## config.mk

```make
export PLATFORM = sky130hd
export DESIGN_NAME = id_ex_stage_flat
export DESIGN_NICKNAME = d
export VERILOG_FILES = /design/src/rtl/id_ex_stage_if.sv /design/src/rtl/id_ex_stage.sv /design/src/flat_wrapper.sv
export SDC_FILE = /design/constraint.sdc
export NUM_CORES = 1
export LEC_CHECK = 0
export BUFFER_PORTS_ARGS = -buffer_cell sky130_fd_sc_hd__buf_2
export CAP_MARGIN = 20
export CORE_AREA = 4 4 145 147
export CTS_BUF_LIST = sky130_fd_sc_hd__clkbuf_4 sky130_fd_sc_hd__clkbuf_8
export DETAILED_ROUTE_END_ITERATION = 10
export DIE_AREA = 0 0 149 151
export GPL_TIMING_DRIVEN = 1
export PLACE_DENSITY = 0.79
export SYNTH_ARGS = -nofsm -noshare
export SYNTH_HDL_FRONTEND = slang
export SYNTH_SLANG_ARGS = --single-unit
```

## constraint.sdc

```tcl
create_clock -name i_clk -period 4 [get_ports i_clk]
set_clock_uncertainty 0.15 [all_clocks]
set_input_delay 0.4 -clock i_clk [delete_from_list [all_inputs] [get_ports i_clk]]
set_output_delay 0.4 -clock i_clk [all_outputs]
set_load 0.01 [all_outputs]
```

## src/rtl/id_ex_stage_if.sv

```systemverilog
// ---------------------------------------------------------------------------
// id_ex_stage_if
// Bundles every non-clock/reset signal of the ID/EX pipeline register.
//   i_*  : decode-side inputs (valid, control word, operands, instruction fields,
//          downstream hold, branch/jump flush)
//   o_*  : execute-side outputs (registered instruction, resolved destination,
//          decode stall, statistics counters, FSM state for observation)
// Modports:
//   master : the side that drives decode inputs and observes EX outputs
//   slave  : the ID/EX stage itself
// Handshake: o_stall=1 means the instruction presented on i_* this cycle is
// not consumed and decode must present it again; i_hold=1 freezes the stage.
// ---------------------------------------------------------------------------
interface id_ex_stage_if #(
    parameter int CTRL_W = 21,
    parameter int DATA_W = 32
);
    logic              i_valid;
    logic [CTRL_W-1:0] i_ctrl;
    logic [DATA_W-1:0] i_pc4;
    logic [DATA_W-1:0] i_rs_data;
    logic [DATA_W-1:0] i_rt_data;
    logic [DATA_W-1:0] i_imm;
    logic [4:0]        i_rs;
    logic [4:0]        i_rt;
    logic [4:0]        i_rd;
    logic [4:0]        i_sa;
    logic              i_hold;
    logic              i_flush;

    logic              o_stall;
    logic              o_valid;
    logic [CTRL_W-1:0] o_ctrl;
    logic [DATA_W-1:0] o_pc4;
    logic [DATA_W-1:0] o_rs_data;
    logic [DATA_W-1:0] o_rt_data;
    logic [DATA_W-1:0] o_imm;
    logic [4:0]        o_rs;
    logic [4:0]        o_rt;
    logic [4:0]        o_sa;
    logic [4:0]        o_dst;
    logic [15:0]       o_bubble_cnt;
    logic [15:0]       o_hold_cnt;
    logic              o_state_dbg;   // 1 = BUBBLE, 0 = RUN

    modport master (
        output i_valid, i_ctrl, i_pc4, i_rs_data, i_rt_data, i_imm,
               i_rs, i_rt, i_rd, i_sa, i_hold, i_flush,
        input  o_stall, o_valid, o_ctrl, o_pc4, o_rs_data, o_rt_data, o_imm,
               o_rs, o_rt, o_sa, o_dst, o_bubble_cnt, o_hold_cnt, o_state_dbg
    );

    modport slave (
        input  i_valid, i_ctrl, i_pc4, i_rs_data, i_rt_data, i_imm,
               i_rs, i_rt, i_rd, i_sa, i_hold, i_flush,
        output o_stall, o_valid, o_ctrl, o_pc4, o_rs_data, o_rt_data, o_imm,
               o_rs, o_rt, o_sa, o_dst, o_bubble_cnt, o_hold_cnt, o_state_dbg
    );
endinterface

```

## src/rtl/id_ex_stage.sv

```systemverilog
// ---------------------------------------------------------------------------
// id_ex_stage
// ID/EX pipeline register. Captures the decoded control word and operands,
// resolves the write-back register, detects load-use hazards against the
// instruction in EX, stalls decode and inserts a single bubble.
// Ports:
//   i_clk  : clock, rising edge
//   i_rst  : synchronous active-high reset
//   bus    : id_ex_stage_if.slave (decode inputs, EX outputs, stall, stats)
// Optional feature: define ID_EX_STATS_EN to enable the 16-bit saturating
// bubble/hold counters; otherwise o_bubble_cnt/o_hold_cnt are tied to 0.
// Control word layout (MSB..LSB): ALU_src_a[20:19] ALU_src_b[18]
// ALU_dst[17:16] ALU_opcode[15:12] AGU_src_addr[11] AGU_dst[10]
// AGU_opcode[9:7] jump[6] branch[5] reg_wr_en[4] mem_wr_en[3] wb_src[2]
// extend_sign[1:0]
// ---------------------------------------------------------------------------
module id_ex_stage #(
    parameter int CTRL_W = 21,
    parameter int DATA_W = 32
) (
    input  logic          i_clk,
    input  logic          i_rst,
    id_ex_stage_if.slave  bus
);
    localparam int ALU_DST_HI = 17;
    localparam int ALU_DST_LO = 16;
    localparam int REG_WR_BIT = 4;
    localparam int WB_SRC_BIT = 2;

    typedef enum logic {
        ST_RUN    = 1'b0,
        ST_BUBBLE = 1'b1
    } state_t;

    state_t            state_q, state_d;
    logic              valid_q, valid_d;
    logic [CTRL_W-1:0] ctrl_q, ctrl_d;
    logic [DATA_W-1:0] pc4_q, pc4_d;
    logic [DATA_W-1:0] rs_data_q, rs_data_d;
    logic [DATA_W-1:0] rt_data_q, rt_data_d;
    logic [DATA_W-1:0] imm_q, imm_d;
    logic [4:0]        rs_q, rs_d;
    logic [4:0]        rt_q, rt_d;
    logic [4:0]        sa_q, sa_d;
    logic [4:0]        dst_q, dst_d;

    logic              hazard;
    logic [4:0]        dst_sel;

    // A load (register write sourced from memory) in EX whose destination is
    // read by the instruction in decode cannot be forwarded in time.
    assign hazard = valid_q && ctrl_q[REG_WR_BIT] && !ctrl_q[WB_SRC_BIT] &&
                    (dst_q != 5'd0) && bus.i_valid &&
                    ((dst_q == bus.i_rs) || (dst_q == bus.i_rt));

    assign bus.o_stall = (hazard && !bus.i_flush) || bus.i_hold;

    always_comb begin
        dst_sel = bus.i_rt;
        unique case (bus.i_ctrl[ALU_DST_HI:ALU_DST_LO])
            2'b00: dst_sel = bus.i_rt;
            2'b01: dst_sel = bus.i_rd;
            2'b11: dst_sel = 5'd31;
            2'b10: dst_sel = 5'd0;
            default: dst_sel = bus.i_rt;
        endcase
    end

    // Next-state: flush > hold > hazard bubble > load.
    always_comb begin
        state_d   = state_q;
        valid_d   = valid_q;
        ctrl_d    = ctrl_q;
        pc4_d     = pc4_q;
        rs_data_d = rs_data_q;
        rt_data_d = rt_data_q;
        imm_d     = imm_q;
        rs_d      = rs_q;
        rt_d      = rt_q;
        sa_d      = sa_q;
        dst_d     = dst_q;
        if (bus.i_flush || (!bus.i_hold && hazard)) begin
            valid_d   = 1'b0;
            ctrl_d    = '0;
            pc4_d     = '0;
            rs_data_d = '0;
            rt_data_d = '0;
            imm_d     = '0;
            rs_d      = '0;
            rt_d      = '0;
            sa_d      = '0;
            dst_d     = '0;
            state_d   = bus.i_flush ? ST_RUN : ST_BUBBLE;
        end else if (!bus.i_hold) begin
            valid_d   = bus.i_valid;
            ctrl_d    = bus.i_valid ? bus.i_ctrl : '0;
            pc4_d     = bus.i_pc4;
            rs_data_d = bus.i_rs_data;
            rt_data_d = bus.i_rt_data;
            imm_d     = bus.i_imm;
            rs_d      = bus.i_rs;
            rt_d      = bus.i_rt;
            sa_d      = bus.i_sa;
            dst_d     = dst_sel;
            state_d   = ST_RUN;
        end
    end

    always_ff @(posedge i_clk) begin
        if (i_rst) begin
            state_q   <= ST_RUN;
            valid_q   <= 1'b0;
            ctrl_q    <= '0;
            pc4_q     <= '0;
            rs_data_q <= '0;
            rt_data_q <= '0;
            imm_q     <= '0;
            rs_q      <= '0;
            rt_q      <= '0;
            sa_q      <= '0;
            dst_q     <= '0;
        end else begin
            state_q   <= state_d;
            valid_q   <= valid_d;
            ctrl_q    <= ctrl_d;
            pc4_q     <= pc4_d;
            rs_data_q <= rs_data_d;
            rt_data_q <= rt_data_d;
            imm_q     <= imm_d;
            rs_q      <= rs_d;
            rt_q      <= rt_d;
            sa_q      <= sa_d;
            dst_q     <= dst_d;
        end
    end

    assign bus.o_valid     = valid_q;
    assign bus.o_ctrl      = ctrl_q;
    assign bus.o_pc4       = pc4_q;
    assign bus.o_rs_data   = rs_data_q;
    assign bus.o_rt_data   = rt_data_q;
    assign bus.o_imm       = imm_q;
    assign bus.o_rs        = rs_q;
    assign bus.o_rt        = rt_q;
    assign bus.o_sa        = sa_q;
    assign bus.o_dst       = dst_q;
    assign bus.o_state_dbg = (state_q == ST_BUBBLE);

`ifdef ID_EX_STATS_EN
    logic [15:0] bubble_cnt_q;
    logic [15:0] hold_cnt_q;
    logic        bubble_ins;

    // Only a bubble actually written into EX counts; flush and hold mask it.
    assign bubble_ins = hazard && !bus.i_flush && !bus.i_hold;

    always_ff @(posedge i_clk) begin
        if (i_rst) begin
            bubble_cnt_q <= '0;
            hold_cnt_q   <= '0;
        end else begin
            if (bubble_ins && (bubble_cnt_q != 16'hFFFF))
                bubble_cnt_q <= bubble_cnt_q + 16'd1;
            if (bus.i_hold && (hold_cnt_q != 16'hFFFF))
                hold_cnt_q <= hold_cnt_q + 16'd1;
        end
    end

    assign bus.o_bubble_cnt = bubble_cnt_q;
    assign bus.o_hold_cnt   = hold_cnt_q;
`else
    assign bus.o_bubble_cnt = 16'd0;
    assign bus.o_hold_cnt   = 16'd0;
`endif

endmodule
```

## src/flat_wrapper.sv

```systemverilog
// flat-port wrapper written by rule: the top's interface ports become plain ports
module id_ex_stage_flat 
#(
    parameter int CTRL_W = 21,
    parameter int DATA_W = 32
)
  (i_clk, i_rst, bus_i_valid, bus_i_ctrl, bus_i_pc4, bus_i_rs_data, bus_i_rt_data, bus_i_imm, bus_i_rs, bus_i_rt, bus_i_rd, bus_i_sa, bus_i_hold, bus_i_flush, bus_o_stall, bus_o_valid, bus_o_ctrl, bus_o_pc4, bus_o_rs_data, bus_o_rt_data, bus_o_imm, bus_o_rs, bus_o_rt, bus_o_sa, bus_o_dst, bus_o_bubble_cnt, bus_o_hold_cnt, bus_o_state_dbg);
  id_ex_stage_if #(.CTRL_W(CTRL_W), .DATA_W(DATA_W)) bus_i ();
  input  logic i_clk;
  input  logic i_rst;
  input wire logic [$bits(bus_i.i_valid)-1:0] bus_i_valid;
  input wire logic [$bits(bus_i.i_ctrl)-1:0] bus_i_ctrl;
  input wire logic [$bits(bus_i.i_pc4)-1:0] bus_i_pc4;
  input wire logic [$bits(bus_i.i_rs_data)-1:0] bus_i_rs_data;
  input wire logic [$bits(bus_i.i_rt_data)-1:0] bus_i_rt_data;
  input wire logic [$bits(bus_i.i_imm)-1:0] bus_i_imm;
  input wire logic [$bits(bus_i.i_rs)-1:0] bus_i_rs;
  input wire logic [$bits(bus_i.i_rt)-1:0] bus_i_rt;
  input wire logic [$bits(bus_i.i_rd)-1:0] bus_i_rd;
  input wire logic [$bits(bus_i.i_sa)-1:0] bus_i_sa;
  input wire logic [$bits(bus_i.i_hold)-1:0] bus_i_hold;
  input wire logic [$bits(bus_i.i_flush)-1:0] bus_i_flush;
  output wire logic [$bits(bus_i.o_stall)-1:0] bus_o_stall;
  output wire logic [$bits(bus_i.o_valid)-1:0] bus_o_valid;
  output wire logic [$bits(bus_i.o_ctrl)-1:0] bus_o_ctrl;
  output wire logic [$bits(bus_i.o_pc4)-1:0] bus_o_pc4;
  output wire logic [$bits(bus_i.o_rs_data)-1:0] bus_o_rs_data;
  output wire logic [$bits(bus_i.o_rt_data)-1:0] bus_o_rt_data;
  output wire logic [$bits(bus_i.o_imm)-1:0] bus_o_imm;
  output wire logic [$bits(bus_i.o_rs)-1:0] bus_o_rs;
  output wire logic [$bits(bus_i.o_rt)-1:0] bus_o_rt;
  output wire logic [$bits(bus_i.o_sa)-1:0] bus_o_sa;
  output wire logic [$bits(bus_i.o_dst)-1:0] bus_o_dst;
  output wire logic [$bits(bus_i.o_bubble_cnt)-1:0] bus_o_bubble_cnt;
  output wire logic [$bits(bus_i.o_hold_cnt)-1:0] bus_o_hold_cnt;
  output wire logic [$bits(bus_i.o_state_dbg)-1:0] bus_o_state_dbg;
  assign bus_i.i_valid = bus_i_valid;
  assign bus_i.i_ctrl = bus_i_ctrl;
  assign bus_i.i_pc4 = bus_i_pc4;
  assign bus_i.i_rs_data = bus_i_rs_data;
  assign bus_i.i_rt_data = bus_i_rt_data;
  assign bus_i.i_imm = bus_i_imm;
  assign bus_i.i_rs = bus_i_rs;
  assign bus_i.i_rt = bus_i_rt;
  assign bus_i.i_rd = bus_i_rd;
  assign bus_i.i_sa = bus_i_sa;
  assign bus_i.i_hold = bus_i_hold;
  assign bus_i.i_flush = bus_i_flush;
  assign bus_o_stall = bus_i.o_stall;
  assign bus_o_valid = bus_i.o_valid;
  assign bus_o_ctrl = bus_i.o_ctrl;
  assign bus_o_pc4 = bus_i.o_pc4;
  assign bus_o_rs_data = bus_i.o_rs_data;
  assign bus_o_rt_data = bus_i.o_rt_data;
  assign bus_o_imm = bus_i.o_imm;
  assign bus_o_rs = bus_i.o_rs;
  assign bus_o_rt = bus_i.o_rt;
  assign bus_o_sa = bus_i.o_sa;
  assign bus_o_dst = bus_i.o_dst;
  assign bus_o_bubble_cnt = bus_i.o_bubble_cnt;
  assign bus_o_hold_cnt = bus_i.o_hold_cnt;
  assign bus_o_state_dbg = bus_i.o_state_dbg;
  id_ex_stage #(.CTRL_W(CTRL_W), .DATA_W(DATA_W)) u_core (.i_clk(i_clk), .i_rst(i_rst), .bus(bus_i));
endmodule
```

* Yosys cells after proc, flatten, opt, wreduce, memory -nomap -nowiden
Index checks and enable logic that the tools add are counted.
W data, S select, Z words.
** Operators by class
- Reductions and logical operators :: 16
- Multiplexer cells :: 5
- Equal/unequal tests :: 6
** Operator list (count)
- $mux W21 :: 1
- $pmux W5 S4 :: 1
- $eq A5 B5 Y1 :: 2
- $logic_and A1 B1 Y1 :: 7
- $reduce_bool A5 Y1 :: 1
- $eq A2 B2 Y1 const B :: 2
- $logic_not A1 Y1 :: 3
- $logic_or A1 B1 Y1 :: 3
- $mux W1 :: 3
- $eq A2 B1 Y1 const B :: 1
- $logic_not A2 Y1 :: 1
- $ne A2 B1 Y1 const B :: 1
- $reduce_or A2 Y1 :: 1
** Word-level totals
- Input bits :: 174
- Bits in registers :: 171
- Logic and storage cells :: 38
- Output and inout bits :: 204

* Depth between registers and ports, before layout
Gate-level depths: netlist of run 1.
- Depth in word-level cells :: 8
- Gate-level depth with buffers :: 7
- Mapped depth without buffers :: 4

* Least setup slack after synthesis of run 1
No wires, ideal clock.
- Path type :: register to output
- From :: register u_core.dst_q[4] (netlist: u_core.bus.o_dst[4])
- To :: output bus_o_stall
- Arrival :: 1584 ps
- Setup slack :: 1866 ps
- Stages on the path, launching flop included :: 8
- Path through :: dfxtp_1 clkbuf_2 xnor2_1 nand2_1 o22ai_2 buf_2 buf_2 a21o_1
** Between the ends
- Word-level cells in the longest chain between the ends :: 6
- Elaborated cells on any way between the ends :: 9
** Ends and longest elaborated chain
- start: declaration :: line id_ex_stage.sv:45 : logic [4:0] dst_q, dst_d;
- start signal: assignment :: line id_ex_stage.sv:133 : dst_q <= dst_d;
- $reduce_bool A5 Y1 :: line id_ex_stage.sv:53 : (dst_q != 5'd0) && bus.i_valid &&
- $logic_and A1 B1 Y1 :: line id_ex_stage.sv:52 : assign hazard = valid_q && ctrl_q[REG_WR_BIT] && !ctrl_q[WB_SRC_BIT] &&
- $logic_and A1 B1 Y1 :: line id_ex_stage.sv:53
- $logic_and A1 B1 Y1 * :: line id_ex_stage.sv:53
- $logic_and A1 B1 Y1 * :: line id_ex_stage.sv:56 : assign bus.o_stall = (hazard && !bus.i_flush) || bus.i_hold;
- $logic_or A1 B1 Y1 * :: line id_ex_stage.sv:56
- end: declaration :: line flat_wrapper.sv:23 : output wire logic [$bits(bus_i.o_stall)-1:0] bus_o_stall;
Mark *: on every way between the ends. The rest lies on a longest branch, timed or not.

* Final worst setup path of run 1
- From :: register u_core.dst_q[0] (netlist: u_core.bus.o_dst[0])
- To :: output bus_o_stall
The elaborated chain is that of the path after synthesis.

==> qor.yml, run 1 <==
fin_util_pct: 47.25
hold_class: "in -> reg"
synth_cell_types: 26
die_h_um: 151
area_delta_synth_final_pct: 27.79
place.gp.congestion: 0.7893
die-area_um2: 22500
fillers: 1971
clockBufferDepth: 2
leakagePower_uw: 0.004710
cts_resized: 0
synth_flop_cell: "dfxtp_1"
clock.fmax_mhz: 352.4
synth-seq-cells: 171
worst_setup_path_start_kind: "flip-flop"
synth-edff-count: 0
layout_common_cells: "buf_2, dfxtp_1, a2bb2oi_1, nand2_1, o21ai_0"
vias: 7205
yosys_warnings: 0
clkTransAtPathRegs_ns: 0.11
drc: 0
slowest_stage: "or4_4"
cp_cell_sequence: "or4_4, o21ai_1, nor2_1, a21o_1, buf_2"
antenna_found_initial: 1
multi_input_area_um2: 3397
cts_root_buf: "clkbuf_8"
synth_area_um2: 7361
first_pass_iters: 5
cp_data_arrival_time_ns: 2.29
tightest_slew_ns: 0.9824
status: "finished clean"
finalHoldViolations: 0
cp_top_family: "simple AND/OR/NAND/NOR gates"
ios: 378
first_iter_violations: 401
tns_ns: 0
worst-path-buf-inv: 1
viasPerCell: 5.121
setup_violations: 0
hold_buffers: 0
crit_required_ns: 3.45
min_period_ns: 2.838
synth-seq-area-share_pct: 46.51
final_common_cell: "buf_2"
grt_pass1_vias: 6411
postCtsSetupBuffers: 0
seq_area_um2: 3423
die_w_um: 149
initial_core_util_pct: 36.97
layout.nets: 1298
slew_viol_final: 0
cts.sinks: 171
power.density_nw_per_um2: 381.9
grt_usage_pct: 17.64
layout.cells.non_filler: 1407
worst_skew_pair.late_latency_ns: 0.44
path_class: "reg -> out"
relSlewSlack_pct: 34.50
placeableCoreArea_um2: 19910
avgSynthCellArea_um2: 8.868
cts_buffers: 17
postRouteAntennaNets: 0
maxCapViolations: 0
synthArstFlopShare_pct: 0
crit_fanout: 6
dp.cells: 1375
grt_pass1_wl_um: 32680
overflow: 0
fin_hold_ws_ns: 0.04719
placed_cell_area_um2: 9006
worstSetupEndpointType: "output pin"
dp_hpwl_um: 15000
stdcell_area_um2: 9407
fin_crit_sh_pct: 70.95
wl_um: 21740
ir_drop_v: 0.0002758
netlist_instances: 830
htreeDepth: 4
layout-drive-gt1-share_pct: 34.24
grt_max_degree: 177
rsz0062_at_grt: "false"
rows: 52
cts_tree: "done"
portBuffers: 345
wl_per_cell_um: 15.45
slowest_delay_ns: 0.58
==> sequential cells by signal, indices dropped and copies added, names as in the netlist <==
register,count
u_core.bus.o_rs_data,32
u_core.bus.o_rt,5
u_core.bus.o_ctrl,21
u_core.bus.o_rs,5
u_core.bus.o_imm,32
u_core.bus.o_state_dbg,1
u_core.bus.o_valid,1
u_core.bus.o_pc4,32
u_core.bus.o_rt_data,32
u_core.bus.o_dst,5
u_core.bus.o_sa,5
==> per-stage QoR <==
| stage | setup slack (ns) | total power [uW] |
|---|---|---|
| floorplan | 1.866 | 2153 |
| global placement | 1.515 | 2362 |
| detailed placement | 1.487 | 2374 |
| CTS | 1.129 | 3630 |
| global route | 1.065 | 3757 |
| finish | 1.162 | 3593 |
==> cells in the mapped netlist (3+ instances only) <==
| cell | number | area [um^2] |
|---|---|---|
| a21oi_1 | 10 | 50.05 |
| a22oi_1 | 5 | 37.54 |
| a2bb2oi_1 | 165 | 1445 |
| buf_2 | 3 | 15.01 |
| buf_4 | 32 | 240.2 |
| buf_6 | 16 | 180.2 |
| clkbuf_1 | 51 | 191.4 |
| clkbuf_2 | 6 | 30.03 |
| dfxtp_1 | 171 | 3423 |
| inv_1 | 5 | 18.77 |
| nand2_1 | 146 | 548.0 |
| nand3_1 | 23 | 115.1 |
| o21ai_0 | 107 | 535.5 |
| o21ai_1 | 69 | 345.3 |
| xnor2_1 | 10 | 87.58 |
==> worst min-delay path, cell delays in order <==
cell and delay [ns]:
buf_2 0.09, nand2_1 0.07, o21ai_1 0.05
==> cells by family after synthesis <==
| logic type | Yosys count | synth area share (%) |
|---|---|---|
| AND/OR/NAND/NOR | 175 | 9.672 |
| XOR/XNOR | 10 | 1.190 |
| other | 1 | 0.05095 |
| buffers and inverters | 113 | 9.179 |
| flip-flops | 171 | 46.51 |
| AO/OA/AOI/OAI | 360 | 33.40 |
==> metal layers <==
layer / vias to the layer above / global-route usage [%] / wire, um / share of wire, %
met3: 19 / 4.758 / 1799 / 8.3
met1: 3383 / 22.12 / 8824 / 41
met4: 0 / 4.897 / 306 / 1.4
met2: 276 / 30.01 / 10810 / 50
met5: - / 0 / 0 / 0
li1: 3527 / - / - / -
==> power breakdown <==
group	internal (uW)	switching, uW
combinational	204	274
clock	578	681
sequential	1800	53.0
total	2580	1010
==> worst paths after layout <==
path	startpoint	to	slack (ns)	depth (start not counted)
worst max-delay path	u_core.bus.o_dst[0]	bus_o_stall	1.16	5
worst max register to register	u_core.bus.o_dst[4]	u_core.bus.o_rs_data[2]	1.62	5
worst min register to register	u_core.bus.o_imm[12]	u_core.bus.o_imm[12]	0.32	2
worst min-delay path	bus_i_rs_data[13]	u_core.bus.o_rs_data[13]	0.05	3
==> area by class of cell <==
| class | instances | share of cell area, % |
|---|---|---|
| diodes | 1 | 0.02660 |
| well taps | 270 | 3.591 |
| inverters | 5 | 0.1995 |
| repair buffers | 352 | 19.45 |
| multi-input cells | 577 | 36.11 |
| clock buffers | 18 | 2.567 |
| flip-flops and latches | 171 | 36.39 |
| clock inverters | 13 | 1.663 |
(Power assumes the default switching activity.)
==> run 2, diff against run 1 <==
--- a/config.mk
+++ b/config.mk
@@ -7,12 +7,12 @@
 export LEC_CHECK = 0
 export BUFFER_PORTS_ARGS = -buffer_cell sky130_fd_sc_hd__buf_2
 export CAP_MARGIN = 20
-export CORE_AREA = 4 4 145 147
+export CORE_AREA = 4 4 146 148
 export CTS_BUF_LIST = sky130_fd_sc_hd__clkbuf_4 sky130_fd_sc_hd__clkbuf_8
 export DETAILED_ROUTE_END_ITERATION = 10
-export DIE_AREA = 0 0 149 151
+export DIE_AREA = 0 0 150 152
 export GPL_TIMING_DRIVEN = 1
-export PLACE_DENSITY = 0.79
+export PLACE_DENSITY = 0.78
 export SYNTH_ARGS = -nofsm -noshare
 export SYNTH_HDL_FRONTEND = slang
 export SYNTH_SLANG_ARGS = --single-unit
==> constraint.sdc (replaced) <==
create_clock -name i_clk -period 2.9 [get_ports i_clk]
set_clock_uncertainty 0.15 [all_clocks]
set_input_delay 0.29 -clock i_clk [delete_from_list [all_inputs] [get_ports i_clk]]
set_output_delay 0.29 -clock i_clk [all_outputs]
set_load 0.01 [all_outputs]
==> run 2 against run 1 <==
  * Worst hold slack better by 0.012 ns
  * Die area is 1.3% higher
  * Clock power rose by 32%
  * First-iteration DRC count is 7.0% higher
  * Wire length grew 18%
  * Via count is 13% higher
  * Sequential share of layout area down 5.4 points
  * Register-to-register slack worse by 1.2 ns
  * Critical path type unchanged
  * Critical endpoint unchanged
  * Largest power group unchanged
==> qor.yml, run 2 (same netlist as run 1, synthesis figures left out) <==
status: "finished clean"
portBuffers: 345
die_h_um: 152
ios: 378
htreeDepth: 4
min_from: "bus_i_ctrl[16]"
place.gp.congestion: 0.8184
reg2reg_from: "u_core.bus.o_dst[0]"
layout.nets: 1461
dr_wl_met3_um: 2345
ir_drop_v: 0.0003227
wl_per_cell_um: 16.29
dp_hpwl_um: 15030
final_common_cell: "buf_2"
hold_class: "in -> reg"
path_class: "reg -> out"
cp_top_family: "simple AND/OR/NAND/NOR gates"
finalWorstSetupSlack_ns: 0.3222
drc: 0
grt_pass1_vias: 7896
tightest_slew_ns: 0.7821
top_layer: "met4"
power.density_nw_per_um2: 459.9
worst-path-buf-inv: 1
tns_ns: 0
cp_cell_sequence: "or4_4, o21ai_2, nor2_1, a21o_1, buf_2"
finalHoldViolations: 0
die_w_um: 150
crit_fanout: 6
multi_input_area_um2: 3401
antenna_found_initial: 0
viasPerCell: 5.183
stdcell_area_um2: 11060
clkTransAtPathRegs_ns: 0.09
placeableCoreArea_um2: 20040
rows: 52
grt_pass1_wl_um: 40200
fin_util_pct: 55.19
layout_common_cells: "buf_2, dfxtp_1, a2bb2oi_1, dlygate4sd3_1, nand2_1"
postCtsSetupBuffers: 0
worstSetupEndpointType: "output pin"
leakagePower_uw: 0.005399
worst_setup_path_start_kind: "flip-flop"
wl_met2_um: 12670
clock.fmax_mhz: 387.9
layout-drive-gt1-share_pct: 30.23
relSlewSlack_pct: 47.86
fillers: 1718
area_delta_synth_final_pct: 50.26
postRouteAntennaNets: 0
vias: 8138
slowest_stage: "or4_4"
rsz0062_at_grt: "false"
cp-startpoint: "u_core.bus.o_dst[0]"
min_period_ns: 2.578
clockBufferDepth: 2
grt_usage_pct: 21.20
grt_max_degree: 102
initial_core_util_pct: 36.73
first_iter_violations: 429
first_pass_iters: 5
wl_um: 25570
overflow: 0
diodes: 0
seq_area_um2: 3423
fin_crit_sh_pct: 88.89
worst_skew_pair.late_latency_ns: 0.44
cts_tree: "done"
r2r_setup_slack_ns: 0.46
maxCapViolations: 0
cts.sinks: 171
crit_required_ns: 2.46
placed_cell_area_um2: 9059
setup_violations: 0
cts_buffers: 17
die-area_um2: 22800
met1Wirelength_um: 9563
place_ws_ns: 0.5414
slew_viol_final: 0
cts_root_buf: "clkbuf_8"
slowest_delay_ns: 0.59
cp_data_arrival_time_ns: 2.14
-- run 2: tightest hold or removal path: cells and delay by family --
kind | cells | cell delay (ns)
buffers and inverters | 1 | 0.14
AOI/OAI and AO/OA | 1 | 0.06
and+or+nand+nor | 1 | 0.11
-- run 2: final cells by class --
cell class | instances | area share [%]
flip-flops and latches | 171 | 30.95
repair buffers | 515 | 31.58
inverters | 5 | 0.1697
clock inverters | 13 | 1.188
well taps | 270 | 3.054
clock buffers | 19 | 2.308
multi-input cells | 577 | 30.75
-- run 2: metrics by stage --
stage	total power [uW]	instances	hold slack [ns]
2_1_floorplan	2970	861	0.2966
3_3_place_gp	3267	1377	0.2899
3_5_place_dp	3284	1377	0.2996
4_1_cts	5136	1570	0.01319
5_1_grt	5332	1570	0.03416
6_report	5087	1570	0.05928
-- run 2: layer usage --
layer,vias to the layer above,track usage [%]
met5,-,0
met4,0,10.54
met3,76,6.434
met2,417,35.30
met1,3788,24.56
li1,3857,-
-- run 2: final timing paths --
path                                   to  cells past startpoint
setup / recovery              bus_o_stall                      5
hold / removal      u_core.bus.o_ctrl[16]                      3
setup reg to reg  u_core.bus.o_rt_data[3]                      5
hold reg to reg       u_core.bus.o_imm[9]                      2
-- run 2: power by group --
group	leakage (uW)	internal [uW]	switching (uW)	total [uW]
Clock	0.000193	735	926	1660
Combinational	0.00380	431	428	860
Sequential	0.00140	2490	78.6	2570
Total	0.00540	3650	1430	5090
-- run 2: repair_timing --
item / 4_1_cts / 5_1_grt
resized for setup: 0 / 1
endpoints found under the setup margin: 0 / 1
hold buffers: 161 / 0
endpoints found under the hold margin: 161 / 0
